<file path="config.mk">
export PLATFORM = sky130hd
export DESIGN_NAME = gf_mult_seq
export DESIGN_NICKNAME = d
export VERILOG_FILES = /design/src/rtl/gf_mult_seq.sv
export SDC_FILE = /design/constraint.sdc
export NUM_CORES = 1
export LEC_CHECK = 0
export BUFFER_PORTS_ARGS = -buffer_cell sky130_fd_sc_hd__buf_2
export CAP_MARGIN = 20
export CORE_AREA = 2 2 216 218
export CTS_CLUSTER_DIAMETER = 30
export DETAILED_ROUTE_END_ITERATION = 7
export DIE_AREA = 0 0 218 220
export HOLD_SLACK_MARGIN = 0.03
export PLACE_DENSITY = 0.66
export SYNTH_ARGS = -nofsm -noshare
export SYNTH_HDL_FRONTEND = slang
export SYNTH_SLANG_ARGS = --single-unit
</file>
<file path="constraint.sdc">
create_clock -name clk -period 9.59 [get_ports clk]
set_clock_uncertainty 0.15 [all_clocks]
set_input_delay 0.959 -clock clk [delete_from_list [all_inputs] [get_ports clk]]
set_output_delay 0.959 -clock clk [all_outputs]
set_load 0.03 [all_outputs]
</file>
<file path="src/rtl/gf_mult_seq.sv">
// Sequential integer / carry-less / GF(2^w) multiplier with a run-time operand width.
// Latency: result and op_finish after edge w+1 (modes 0/1/3) or edge 2w (mode 2).
// Backpressure: op_enable is level-held; dropping it mid-operation aborts, dropping it in DONE releases.
module gf_mult_seq #(
    parameter int DATA_WIDTH = 32,
    localparam int WW = $clog2(DATA_WIDTH) + 1
) (
    input  logic                      clk,
    input  logic                      rst_n,
    input  logic                      op_enable,
    input  logic [1:0]                op_mode,
    input  logic [WW-1:0]             in_width,
    input  logic [DATA_WIDTH-1:0]     in_mult_a,
    input  logic [DATA_WIDTH-1:0]     in_mult_b,
    input  logic [DATA_WIDTH:0]       in_poly,
    output logic [2*DATA_WIDTH-1:0]   out_mult_result,
    output logic                      op_busy,
    output logic                      op_finish
);
    localparam int CW = $clog2(2 * DATA_WIDTH) + 1;
    localparam int IW = $clog2(DATA_WIDTH);

    typedef enum logic [1:0] {IDLE, MULT, REDUCE, DONE} state_t;

    state_t                    state_q, state_d;
    logic [1:0]                mode_q;
    logic [WW-1:0]             w_q;
    logic [DATA_WIDTH-1:0]     a_q, b_q;
    logic [DATA_WIDTH:0]       poly_q;
    logic [2*DATA_WIDTH-1:0]   acc_q, acc_d;
    logic [CW-1:0]             cnt_q, cnt_d;
    logic [2*DATA_WIDTH-1:0]   result_q, res_d;
    logic                      load_res;

    logic [WW-1:0]             w_eff;
    logic [DATA_WIDTH-1:0]     op_mask;
    logic [CW-1:0]             w_ext;
    logic [2*DATA_WIDTH-1:0]   a_shift, p_shift, res_mask;

    // Operand width is clamped and masks derived before the start edge latches them.
    always_comb begin
        w_eff = in_width;
        if (in_width == '0 || in_width > WW'(DATA_WIDTH))
            w_eff = WW'(DATA_WIDTH);
        op_mask = ~({DATA_WIDTH{1'b1}} << w_eff);
    end

    always_comb begin
        state_d  = state_q;
        acc_d    = acc_q;
        cnt_d    = cnt_q;
        load_res = 1'b0;
        w_ext    = CW'(w_q);
        a_shift  = {{DATA_WIDTH{1'b0}}, a_q} << cnt_q;
        p_shift  = {{(DATA_WIDTH-1){1'b0}}, poly_q} << (cnt_q - w_ext);
        res_mask = ~({(2*DATA_WIDTH){1'b1}} << w_q);
        case (state_q)
            IDLE: begin
                if (op_enable) begin
                    state_d = MULT;
                    acc_d   = '0;
                    cnt_d   = '0;
                end
            end
            MULT: begin
                if (!op_enable) begin
                    state_d = IDLE;
                end else if (cnt_q < w_ext) begin
                    if (b_q[cnt_q[IW-1:0]])
                        acc_d = (mode_q == 2'd0) ? acc_q + a_shift : acc_q ^ a_shift;
                    cnt_d = cnt_q + CW'(1);
                end else if (mode_q == 2'd2 && w_q != WW'(1)) begin
                    state_d = REDUCE;
                    cnt_d   = (w_ext << 1) - CW'(2);
                end else begin
                    state_d  = DONE;
                    load_res = 1'b1;
                end
            end
            REDUCE: begin
                if (!op_enable) begin
                    state_d = IDLE;
                end else begin
                    if (acc_q[cnt_q[CW-2:0]])
                        acc_d = acc_q ^ p_shift;
                    if (cnt_q == w_ext) begin
                        state_d  = DONE;
                        load_res = 1'b1;
                    end else begin
                        cnt_d = cnt_q - CW'(1);
                    end
                end
            end
            DONE: begin
                if (!op_enable)
                    state_d = IDLE;
            end
            default: state_d = IDLE;
        endcase
        // A residue keeps only w bits even if the polynomial lacked its x^w term.
        res_d = (mode_q == 2'd2) ? (acc_d & res_mask) : acc_d;
    end

    always_ff @(posedge clk or negedge rst_n) begin
        if (!rst_n) begin
            state_q  <= IDLE;
            mode_q   <= '0;
            w_q      <= '0;
            a_q      <= '0;
            b_q      <= '0;
            poly_q   <= '0;
            acc_q    <= '0;
            cnt_q    <= '0;
            result_q <= '0;
        end else begin
            state_q <= state_d;
            acc_q   <= acc_d;
            cnt_q   <= cnt_d;
            if (state_q == IDLE && op_enable) begin
                mode_q <= op_mode;
                w_q    <= w_eff;
                a_q    <= in_mult_a & op_mask;
                b_q    <= in_mult_b & op_mask;
                poly_q <= in_poly;
            end
            if (load_res)
                result_q <= res_d;
        end
    end

    assign out_mult_result = result_q;
    assign op_busy         = (state_q == MULT) || (state_q == REDUCE);
    assign op_finish       = (state_q == DONE);

endmodule

</file>
==> insert_results.sql <==
INSERT INTO impl_metrics (metric_group, metric, value, unit) VALUES
('status', 'run_status', 'complete, but fails checks', ''),
('status', 'violations', 'design-rule violations', ''),
('synth', 'synth-adder-area-share', '0.0453', ''),
('placement', 'post-dp-hpwl', '83600', 'um'),
('synth', 'yosys.area_share.simple', '0.217', ''),
('drt', 'number_of_vias_after_detailed_routing', '25700', ''),
('floorplan', 'die-area', '0.0480', 'mm2'),
('cells_and_area', 'post-route-cell-area', '0.0266', 'mm2'),
('synth', 'post_synth_inst_count', '2933', ''),
('floorplan', 'io_pins', '174', ''),
('setup_path', 'cp.required', '9.89', 'ns'),
('sta', 'finalSetupViolCount', '0', ''),
('synth', 'synth-edff-count', '0', ''),
('setup_path', 'r2r_cells', '20', ''),
('floorplan', 'initial_core_util', '0.501', ''),
('setup_path', 'worst_setup_path_end_kind', 'register', ''),
('synth', 'ys_warn_count', '0', ''),
('synth', 'share_of_the_synthesized_area_in_compound_gates_ao_oa_aoi_oai', '0.270', ''),
('sta', 'achievable_frequency', '141', 'MHz'),
('cells_and_area', 'areaGrowthSynthToFinish', '15.8', '%'),
('setup_path', 'cp.depth', '20', ''),
('cts', 'htree_num_levels', '3', ''),
('synth', 'synth_nets', '3123', ''),
('synth', 'ys_types', '96', ''),
('setup_path', 'crit_path_launch_type', 'register', ''),
('sta', 'final-max-slew-violation-count', '0', ''),
('drt', 'route.detailed.drc', '2', ''),
('synth', 'synth_top_family_by_area', 'compound AO/OA/AOI/OAI gates', ''),
('floorplan', 'floorplan.core_area', '0.0459', 'mm2'),
('setup_path', 'critical_path.most_common_cell', 'sky130_fd_sc_hd__nor2_1', ''),
('cts', 'clock_sink_count', '242', ''),
('cts', 'clkSlewWorstSetupHoldPaths', '0.04', 'ns'),
('floorplan', 'placement_rows', '79', ''),
('synth', 'yosys.area.top_type', 'sky130_fd_sc_hd__dfrtp_1', ''),
('sta', 'final_min_period_over_clock_period', '0.739', ''),
('drt', 'drt_iter0_drc', '4104', ''),
('global_route', 'globalRoute.totalOverflow', '0', ''),
('cts', 'cts_resized', '0', ''),
('setup_path', 'arrival', '7.39', 'ns'),
('sta', 'fin_hold_ws', '0.216', 'ns'),
('synth', 'syn_std_cell_area', '0.0230', 'mm2'),
('min_path', 'timing.hold.worst.class', 'primary input to asynchronous set/reset pin', ''),
('cts', 'ctsLongestPathBuffers', '3', ''),
('placement', 'gp_congestion', '1.14', ''),
('floorplan', 'die_h', '220', 'um'),
('cts', 'clock_insertion_delay_worst_skew', '0.61', 'ns'),
('synth', 'postSynthRegisterBits', '242', ''),
('cells_and_area', 'mostFrequentLayoutCells', '530 x sky130_fd_sc_hd__nand2_1, 267 x sky130_fd_sc_hd__nor2_1, 247 x sky130_fd_sc_hd__o21ai_0', ''),
('placement', 'placement.cell_area', '0.0241', 'mm2'),
('drt', 'vias_per_cell', '7.02', ''),
('synth', 'synth_xor_xnor_area_share', '0.0289', ''),
('cells_and_area', 'filler_cell_count', '4249', ''),
('cts', 'cts_hold_repair.buffers', '0', ''),
('global_route', 'grt_pass1_wl', '161000', 'um'),
('cts', 'cts_inserted_buffers', '66', ''),
('cts', 'clock_tree.root_cell', 'sky130_fd_sc_hd__clkbuf_16', ''),
('sta', 'worst_rel_slew_slack', '0.194', ''),
('placement', 'place.port_buffers', '173', ''),
('sta', 'period_needed', '7.09', 'ns'),
('setup_path', 'slowest_stage_cell_cp', 'sky130_fd_sc_hd__o41ai_1', ''),
('setup_path', 'timing.critical_path.fanout_max', '45', ''),
('sta', 'timing.setup.tns', '0', 'ns'),
('global_route', 'grt_antenna_before_repair', '6', ''),
('sta', 'tightest_slew', '1.20', 'ns'),
('synth', 'yosysSeqAreaShare', '0.264', ''),
('setup_path', 'worst_path_dominant_cell_family', 'compound AO/OA/AOI/OAI gates', ''),
('synth', 'synth_area_per_cell', '7.83', 'um2'),
('setup_path', 'critical_path.n_buffers_inverters', '1', ''),
('cts', 'postCtsSetupBuffers', '0', ''),
('synth', 'synth_async_sr_flop_share', '1.00', ''),
('drt', 'wl_per_cell', '30.2', 'um');
==> worst reg2reg max path, stage by stage, from the launching register on <==
cell and delay (ns):
sky130_fd_sc_hd__dfrtp_4 0.74, sky130_fd_sc_hd__buf_4 0.64, sky130_fd_sc_hd__mux2_2 0.48, sky130_fd_sc_hd__o21ai_0 0.24, sky130_fd_sc_hd__nor2_1 0.07, sky130_fd_sc_hd__nor2_1 0.16, sky130_fd_sc_hd__mux2_2 0.19, sky130_fd_sc_hd__nor2_1 0.05
sky130_fd_sc_hd__a31oi_1 0.36, sky130_fd_sc_hd__nor2_1 0.24, sky130_fd_sc_hd__ha_1 0.44, sky130_fd_sc_hd__nand2_1 0.11, sky130_fd_sc_hd__nor2_1 0.36, sky130_fd_sc_hd__o211ai_1 0.27, sky130_fd_sc_hd__nor2_1 0.14, sky130_fd_sc_hd__a21oi_1 0.18
sky130_fd_sc_hd__o41ai_1 0.87, sky130_fd_sc_hd__mux2i_1 0.65, sky130_fd_sc_hd__mux2i_1 0.16, sky130_fd_sc_hd__a2bb2oi_1 0.32, sky130_fd_sc_hd__o31ai_1 0.13
==> through the flow <==
| step | utilization | cells | setup slack [ns] |
|---|---|---|---|
| final | 0.580 | 3667 | 2.50 |
| after global routing | 0.580 | 3665 | 2.23 |
| after CTS | 0.578 | 3662 | 2.67 |
| after detailed placement | 0.526 | 3543 | 2.70 |
| after global placement | 0.526 | 3543 | 2.68 |
| after floorplan | - | 2933 | 4.23 |
==> synthesized netlist by cell type (43+ instances only) <==
master                     count
sky130_fd_sc_hd__mux2i_1      85
sky130_fd_sc_hd__o21ai_0     247
sky130_fd_sc_hd__nand2_1     531
sky130_fd_sc_hd__xnor2_1      43
sky130_fd_sc_hd__ha_1         80
sky130_fd_sc_hd__clkbuf_1    136
sky130_fd_sc_hd__buf_2        46
sky130_fd_sc_hd__a22o_1       52
sky130_fd_sc_hd__a21oi_1     219
sky130_fd_sc_hd__dfrtp_1     242
sky130_fd_sc_hd__nand3_1      75
sky130_fd_sc_hd__nor3_1       62
sky130_fd_sc_hd__mux4_2       71
sky130_fd_sc_hd__nor2_1      269
sky130_fd_sc_hd__inv_1        46
==> path summary, 6_finish.rpt <==
kind / startpoint / endpoint / slack, ns
max: cnt_q[0] / out_mult_result[63] / 2.50
min: rst_n / poly_q[13] / 0.22
max reg2reg: cnt_q[0] / out_mult_result[63] / 2.50
min reg2reg: out_mult_result[6] / out_mult_result[6] / 0.32
max in group asynchronous: rst_n / acc_q[45] / 7.94
min in group clk: out_mult_result[6] / out_mult_result[6] / 0.32
==> per-layer routing <==
layer	vias to the layer above	global-route usage	wire, um
met5	-	0	8
met4	2	0.310	8930
met3	439	0.125	12500
met2	1930	0.683	47900
met1	12400	0.576	41500
li1	11000	-	-
==> registers in the layout (all words and copies together) (netlist names) <==
name	count
acc_q	64
out_mult_result	64
poly_q	33
a_q	32
b_q	32
cnt_q	7
w_q	6
mode_q	2
state_q	2
==> logic make-up after synthesis <==
logic type / Yosys count
fa+ha+maj: 82
xor+xnor: 74
buf+inv: 267
compound gates: 939
simple gates: 1135
mux: 194
flops: 242
==> final cells by class <==
type / instances / area, um2 / share of cell area
Multi-Input combinational cell: 2424 / 15900 / 0.597
Inverter: 54 / 203 / 0.00762
Sequential cell: 242 / 6060 / 0.228
Timing Repair Buffer: 219 / 1260 / 0.0474
Clock buffer: 84 / 1840 / 0.0692
Tap cell: 607 / 759 / 0.0286
Antenna cell: 2 / 5.00 / 0.000188
Clock inverter: 35 / 577 / 0.0217
Power is left out: the tool's default activity adds up to more than one toggle a clock period on the data nets, which glitch-free logic cannot reach.
